<file path="config.mk">
export PLATFORM = sky130hd
export DESIGN_NAME = uart_phy
export DESIGN_NICKNAME = d
export VERILOG_FILES = /design/src/rtl/uart_phy.sv
export SDC_FILE = /design/constraint.sdc
export NUM_CORES = 1
export LEC_CHECK = 0
export ABC_AREA = 1
export CORE_MARGIN = 5
export CORE_UTILIZATION = 60
export DETAILED_ROUTE_END_ITERATION = 16
export PLACE_DENSITY_LB_ADDON = 0.12
export SLEW_MARGIN = 10
export SYNTH_ARGS = -nofsm -noshare
export SYNTH_HDL_FRONTEND = slang
export SYNTH_SLANG_ARGS = --single-unit
export TNS_END_PERCENT = 10
</file>
<file path="constraint.sdc">
create_clock -name clk -period 3.95 [get_ports clk]
set_clock_uncertainty 0.15 [all_clocks]
set_input_delay 0.79 -clock clk [delete_from_list [all_inputs] [get_ports clk]]
set_output_delay 0.79 -clock clk [all_outputs]
set_load 0.03 [all_outputs]
</file>
<file path="src/rtl/uart_phy.sv">
`timescale 1ns/1ps
// -----------------------------------------------------------------------------
// uart_phy
//   Serial UART line engine sitting behind the AHB-to-UART bridge.
//   TX serialises one byte per tx_valid/tx_ready handshake onto uart_txd.
//   RX deserialises uart_rxd and delivers each byte with a one-cycle pulse.
//   Frame format is 8N1 by default; defining the macro UART_PARITY_EN
//   switches both directions to 8E1 (even parity bit between bit 7 and stop).
//
// Parameters
//   CLKS_PER_BIT  clk cycles per serial bit (>= 4)
//
// Ports
//   clk           in   system clock, rising edge
//   rstn          in   asynchronous active-low reset
//   tx_valid      in   byte on tx_data is offered
//   tx_ready      out  TX idle, a byte may be handed over this cycle
//   tx_data       in   byte to transmit, sampled on the handshake cycle
//   rx_ready      in   consumer enable; 0 discards received bytes
//   rx_valid      out  one-cycle pulse, rx_data holds a new byte
//   rx_data       out  last delivered byte
//   rx_drop       out  one-cycle pulse, good byte discarded (rx_ready=0)
//   rx_frame_err  out  one-cycle pulse, bad stop (or parity) bit, byte discarded
//   uart_txd      out  serial output, idles high
//   uart_rxd      in   serial input, asynchronous to clk
// -----------------------------------------------------------------------------
module uart_phy #(
  parameter int CLKS_PER_BIT = 434
) (
  input  logic       clk,
  input  logic       rstn,
  input  logic       tx_valid,
  output logic       tx_ready,
  input  logic [7:0] tx_data,
  input  logic       rx_ready,
  output logic       rx_valid,
  output logic [7:0] rx_data,
  output logic       rx_drop,
  output logic       rx_frame_err,
  output logic       uart_txd,
  input  logic       uart_rxd
);

  localparam int CW = $clog2(CLKS_PER_BIT);
  localparam logic [CW-1:0] BIT_LAST  = CW'(CLKS_PER_BIT - 1);
  localparam logic [CW-1:0] HALF_LAST = CW'(CLKS_PER_BIT / 2 - 1);

  typedef enum logic [2:0] {
    S_IDLE,
    S_START,
    S_DATA,
`ifdef UART_PARITY_EN
    S_PARITY,
`endif
    S_STOP
  } state_t;

  function automatic logic even_par(input logic [7:0] d);
    return ^d;
  endfunction

  // TX state
  state_t          tx_state_q, tx_state_d;
  logic [CW-1:0]   tx_cnt_q,   tx_cnt_d;
  logic [2:0]      tx_bit_q,   tx_bit_d;
  logic [7:0]      tx_shift_q, tx_shift_d;
  logic            txd_q,      txd_d;
  logic            tx_ready_q, tx_ready_d;
  logic            tx_bit_end;
`ifdef UART_PARITY_EN
  logic            tx_par_q,   tx_par_d;
`endif

  // RX state
  logic            rxd_meta_q, rxd_meta_d;
  logic            rxd_s_q,    rxd_s_d;
  logic            rxd_prev_q, rxd_prev_d;
  state_t          rx_state_q, rx_state_d;
  logic [CW-1:0]   rx_cnt_q,   rx_cnt_d;
  logic [2:0]      rx_bit_q,   rx_bit_d;
  logic [7:0]      rx_shift_q, rx_shift_d;
  logic [7:0]      rx_data_q,  rx_data_d;
  logic            rx_valid_q, rx_valid_d;
  logic            rx_drop_q,  rx_drop_d;
  logic            rx_err_q,   rx_err_d;
  logic            rx_brk_q,   rx_brk_d;
  logic            rx_bit_end;
  logic            rx_par_bad;
`ifdef UART_PARITY_EN
  logic            rx_par_err_q, rx_par_err_d;
  assign rx_par_bad = rx_par_err_q;
`else
  assign rx_par_bad = 1'b0;
`endif

  assign tx_bit_end = (tx_cnt_q == BIT_LAST);
  assign rx_bit_end = (rx_cnt_q == BIT_LAST);

  // TX next state
  always_comb begin
    tx_state_d = tx_state_q;
    tx_cnt_d   = tx_cnt_q;
    tx_bit_d   = tx_bit_q;
    tx_shift_d = tx_shift_q;
    txd_d      = txd_q;
    tx_ready_d = tx_ready_q;
`ifdef UART_PARITY_EN
    tx_par_d   = tx_par_q;
`endif
    if (tx_state_q != S_IDLE) begin
      tx_cnt_d = tx_bit_end ? '0 : tx_cnt_q + 1'b1;
    end
    case (tx_state_q)
      S_IDLE: begin
        if (tx_valid && tx_ready_q) begin
          tx_shift_d = tx_data;
`ifdef UART_PARITY_EN
          tx_par_d   = even_par(tx_data);
`endif
          tx_cnt_d   = '0;
          txd_d      = 1'b0;
          tx_ready_d = 1'b0;
          tx_state_d = S_START;
        end
      end
      S_START: begin
        if (tx_bit_end) begin
          tx_bit_d   = 3'd0;
          txd_d      = tx_shift_q[0];
          tx_state_d = S_DATA;
        end
      end
      S_DATA: begin
        if (tx_bit_end) begin
          if (tx_bit_q == 3'd7) begin
`ifdef UART_PARITY_EN
            txd_d      = tx_par_q;
            tx_state_d = S_PARITY;
`else
            txd_d      = 1'b1;
            tx_state_d = S_STOP;
`endif
          end else begin
            // Next bit is the one just above the bit being driven now.
            txd_d      = tx_shift_q[1];
            tx_shift_d = {1'b0, tx_shift_q[7:1]};
            tx_bit_d   = tx_bit_q + 1'b1;
          end
        end
      end
`ifdef UART_PARITY_EN
      S_PARITY: begin
        if (tx_bit_end) begin
          txd_d      = 1'b1;
          tx_state_d = S_STOP;
        end
      end
`endif
      S_STOP: begin
        if (tx_bit_end) begin
          txd_d      = 1'b1;
          tx_ready_d = 1'b1;
          tx_state_d = S_IDLE;
        end
      end
      default: begin
        txd_d      = 1'b1;
        tx_ready_d = 1'b1;
        tx_state_d = S_IDLE;
      end
    endcase
  end

  // RX next state
  always_comb begin
    rxd_meta_d = uart_rxd;
    rxd_s_d    = rxd_meta_q;
    rxd_prev_d = rxd_s_q;
    rx_state_d = rx_state_q;
    rx_cnt_d   = rx_cnt_q;
    rx_bit_d   = rx_bit_q;
    rx_shift_d = rx_shift_q;
    rx_data_d  = rx_data_q;
    rx_brk_d   = rx_brk_q;
    rx_valid_d = 1'b0;
    rx_drop_d  = 1'b0;
    rx_err_d   = 1'b0;
`ifdef UART_PARITY_EN
    rx_par_err_d = rx_par_err_q;
`endif
    case (rx_state_q)
      S_IDLE: begin
        if (rx_brk_q) begin
          // After a low stop bit, wait for the line to recover before arming.
          if (rxd_s_q) rx_brk_d = 1'b0;
        end else if (rxd_prev_q && !rxd_s_q) begin
          rx_cnt_d   = '0;
          rx_state_d = S_START;
        end
      end
      S_START: begin
        if (rx_cnt_q == HALF_LAST) begin
          rx_cnt_d = '0;
          if (rxd_s_q) begin
            rx_state_d = S_IDLE;
          end else begin
            rx_bit_d   = 3'd0;
`ifdef UART_PARITY_EN
            rx_par_err_d = 1'b0;
`endif
            rx_state_d = S_DATA;
          end
        end else begin
          rx_cnt_d = rx_cnt_q + 1'b1;
        end
      end
      S_DATA: begin
        if (rx_bit_end) begin
          rx_cnt_d   = '0;
          rx_shift_d = {rxd_s_q, rx_shift_q[7:1]};
          rx_bit_d   = rx_bit_q + 1'b1;
          if (rx_bit_q == 3'd7) begin
`ifdef UART_PARITY_EN
            rx_state_d = S_PARITY;
`else
            rx_state_d = S_STOP;
`endif
          end
        end else begin
          rx_cnt_d = rx_cnt_q + 1'b1;
        end
      end
`ifdef UART_PARITY_EN
      S_PARITY: begin
        if (rx_bit_end) begin
          rx_cnt_d     = '0;
          rx_par_err_d = (rxd_s_q != even_par(rx_shift_q));
          rx_state_d   = S_STOP;
        end else begin
          rx_cnt_d = rx_cnt_q + 1'b1;
        end
      end
`endif
      S_STOP: begin
        if (rx_bit_end) begin
          rx_cnt_d   = '0;
          rx_state_d = S_IDLE;
          if (rxd_s_q && !rx_par_bad) begin
            if (rx_ready) begin
              rx_data_d  = rx_shift_q;
              rx_valid_d = 1'b1;
            end else begin
              rx_drop_d  = 1'b1;
            end
          end else begin
            rx_err_d = 1'b1;
            rx_brk_d = !rxd_s_q;
          end
        end else begin
          rx_cnt_d = rx_cnt_q + 1'b1;
        end
      end
      default: rx_state_d = S_IDLE;
    endcase
  end

  always_ff @(posedge clk or negedge rstn) begin
    if (!rstn) begin
      tx_state_q <= S_IDLE;
      tx_cnt_q   <= '0;
      tx_bit_q   <= '0;
      tx_shift_q <= '0;
      txd_q      <= 1'b1;
      tx_ready_q <= 1'b1;
`ifdef UART_PARITY_EN
      tx_par_q   <= 1'b0;
      rx_par_err_q <= 1'b0;
`endif
      rxd_meta_q <= 1'b1;
      rxd_s_q    <= 1'b1;
      rxd_prev_q <= 1'b1;
      rx_state_q <= S_IDLE;
      rx_cnt_q   <= '0;
      rx_bit_q   <= '0;
      rx_shift_q <= '0;
      rx_data_q  <= '0;
      rx_valid_q <= 1'b0;
      rx_drop_q  <= 1'b0;
      rx_err_q   <= 1'b0;
      rx_brk_q   <= 1'b0;
    end else begin
      tx_state_q <= tx_state_d;
      tx_cnt_q   <= tx_cnt_d;
      tx_bit_q   <= tx_bit_d;
      tx_shift_q <= tx_shift_d;
      txd_q      <= txd_d;
      tx_ready_q <= tx_ready_d;
`ifdef UART_PARITY_EN
      tx_par_q   <= tx_par_d;
      rx_par_err_q <= rx_par_err_d;
`endif
      rxd_meta_q <= rxd_meta_d;
      rxd_s_q    <= rxd_s_d;
      rxd_prev_q <= rxd_prev_d;
      rx_state_q <= rx_state_d;
      rx_cnt_q   <= rx_cnt_d;
      rx_bit_q   <= rx_bit_d;
      rx_shift_q <= rx_shift_d;
      rx_data_q  <= rx_data_d;
      rx_valid_q <= rx_valid_d;
      rx_drop_q  <= rx_drop_d;
      rx_err_q   <= rx_err_d;
      rx_brk_q   <= rx_brk_d;
    end
  end

  assign tx_ready     = tx_ready_q;
  assign uart_txd     = txd_q;
  assign rx_valid     = rx_valid_q;
  assign rx_data      = rx_data_q;
  assign rx_drop      = rx_drop_q;
  assign rx_frame_err = rx_err_q;

endmodule
</file>
==> impl_metrics.toml <==
[drt]
drtIter0Drc = 113
route.detailed.drc = 0
via_per_inst = 5.27
firstDrtPassIters = 4
wirelength_mm = 6.21
detailroute.via_count = 2562
postRouteAntennaNets = 0
wl_per_cell_um = 12.8

[layout]
nFillCells = 412
final_area_mm2 = 0.00375
nNetsFinal = 438
layout_common_cells = "nand2_1 (104), dfrtp_1 (56), inv_1 (46)"
multi_input_area_mm2 = 0.00145
final_common_cell = "nand2_1"
diodes = 0
regArea_mm2 = 0.00153
area_delta_synth_final_pct = 16.5
drive_gt1_share_pct = 13.7

[synthesis]
yosysSeqAreaShare_pct = 47.6
async_reset_ff_share_pct = 100
synth-edff-count = 0
yosysTopAreaCell = "dfrtp_1"
yosysWarnings = 0
syn_nets = 404
ys_ff_latch = 61
synthCells = 377
synthDistinctLibCells = 35
synthFlopType = "dfrtp_1"
synth_area_leaders = "dfrtp_1 (44%), nand2_1 (12%), ha_1 (5.4%), inv_1 (5.4%), o21ai_2 (4.4%)"
syn_area_per_cell_um2 = 8.53
synth_top_area_share_pct = 43.6
synth.cell_area_mm2 = 0.00322

[place]
placed_area_mm2 = 0.00353
gp_congestion = 0.857
dp_slack_ns = 1.67
numPortBuffers = 25
dp_hpwl_mm = 4.33

[run]
cap_violations = 0

[worst_hold_path]
holdPathEnd = "rxd_prev_d$_DFF_PN1_"
hold_depth = 0
min_from = "rxd_meta_q$_DFF_PN1_"
hp-class = "reg -> reg"

[global_routing]
grt-ovfl-total = 0
first_global_vias = 2642
grt_max_degree = 37
grt_usage_pct = 20.1
grt_pass1_wl_mm = 11.5
antenna_found_initial = 0

[sta]
rsz0062_at_grt = "false"
post-route-min-period_ns = 2.52
worst_pin_slew_ns = 0.770
max_freq_mhz = 396
setup_ws_ns = 1.43
maxSlewViolCount = 0
finalSetupTns_ns = 0
finalHoldViolations = 0
whs_ns = 0.210
final-setup-viol-count = 0
period_share_pct = 63.9
relSlewSlack_pct = 48.7

[cts]
cts_buffers = 9
clk_pin_slew_ns = 0.07
cts_hold_buffers = 0
clockBufferDepth = 2
postCtsSetupBuffers = 0
cts.sinks = 61
cts_tree = "built"
cts.repair.resized = 0
ctsRootBufferMaster = "clkbuf_8"
clock_latency_ns = 0.35
cts-htree-levels = 3

[worst_setup_path]
cpMaxStageDelayCell = "clkdlybuf4s50_1"
crit_type = "reg -> out"
crit_path_start_kind = "flip-flop"
path_cells = "clkdlybuf4s50_1"
critical_path.top_delay_family = "buffers and inverters"
r2r_start = "tx_state_q[0]$_DFFE_PN0P_"
max_stage_delay_ns = 0.68
required_ns = 3.01
critPathBufInv = 1
path_max_fanout = 3
r2r_cells = 8
r2r_end = "tx_shift_q[3]$_DFFE_PN0P_"
end_kind = "primary output"
r2r_setup_slack_ns = 1.65
arrival_ns = 1.58

[power]
power_density_mw_per_mm2 = 421
vdd_ir_drop_max_uv = 276
p_leak_nw = 1.81

[run_status]
outcome = "finished clean"

[die]
start_util_pct = 62.2
die_y_um = 83.2
dieWidth_um = 83.2
fp-row-count = 26
ios = 26
die_area_mm2 = 0.00693
core_mm2 = 0.00517
==> registers in the layout, summed over array words and instances, names as in the netlist, 3 cells and up <==
name / count
rx_cnt_q: 9
rx_data: 8
tx_cnt_q: 9
rx_shift_q: 8
rx_bit_q: 3
tx_shift_q: 8
tx_bit_q: 3
==> power breakdown <==
group,internal (mW),switching (mW)
Sequential,0.662,0.0358
Combinational,0.0867,0.171
Clock,0.356,0.265
==> cells in the mapped netlist, drive strengths merged (6+ instances only) <==
library cell	instances
xor2	6
a21oi	6
nand3	21
nor2	27
ha	14
o21ai	46
mux2i	6
nand4	6
inv	53
dfrtp	56
nand2	107
==> metrics by stage <==
| stage | utilization (%) | power, mW | std cells |
|---|---|---|---|
| after floorplan | - | 0.891 | 377 |
| after global placement | 68.2 | 0.961 | 470 |
| after detailed placement | 68.2 | 0.968 | 470 |
| after CTS | 72.5 | 1.59 | 486 |
| after global routing | 72.5 | 1.67 | 486 |
| final | 72.5 | 1.58 | 486 |
==> cells by family after synthesis <==
kind of cell | after synthesis | synth area share [%]
and+or+nand+nor | 171 | 23.4
AOI/OAI and AO/OA | 61 | 12.3
DFF | 61 | 47.6
buffers and inverters | 57 | 7.39
adders and majority gates | 14 | 5.45
xor gates and xnor gates | 7 | 1.91
muxes | 6 | 1.87
==> layer usage <==
metal	GRT usage, %	share of wire [%]	vias up
met5	0	0	-
met4	10.5	2.4	0
met3	3.47	4.2	14
met2	32.8	48	53
met1	25.4	46	1217
li1	-	-	1278
==> worst max-delay path by stage <==
| stage | slack (ns) | depth (start not counted) | start | end |
|---|---|---|---|---|
| 3_5_place_dp | 1.67 | 8 | tx_state_q[0]$_DFFE_PN0P_ | tx_shift_q[3]$_DFFE_PN0P_ |
| 2_1_floorplan | 2.20 | 8 | tx_bit_q[0]$_DFFE_PN0P_ | tx_shift_q[3]$_DFFE_PN0P_ |
| 5_1_grt | 1.40 | 1 | tx_ready$_DFFE_PN1P_ | tx_ready |
| 3_3_place_gp | 1.75 | 6 | tx_valid | tx_shift_q[0]$_DFFE_PN0P_ |
| 6_report | 1.43 | 1 | tx_ready$_DFFE_PN1P_ | tx_ready |
| 4_1_cts | 1.42 | 1 | tx_ready$_DFFE_PN1P_ | tx_ready |
==> area by class of cell <==
type	instances	share of cell area [%]
sequential	61	40.9
multi-input combinational	259	38.6
timing repair buffer	27	6.94
inverter	53	5.31
clock buffer	9	3.30
clock inverter	7	2.64
tap	70	2.34
==> worst register-to-register path: stages, from the launching register on <==
cell     delay [ns]
dfrtp_1        0.44
inv_1          0.11
ha_1           0.59
inv_2          0.12
or2_1          0.27
o21ai_2        0.09
nand3_4        0.22
nand2_1        0.15
o21ai_2        0.06
No activity file was read; power rests on OpenSTA's default activity.
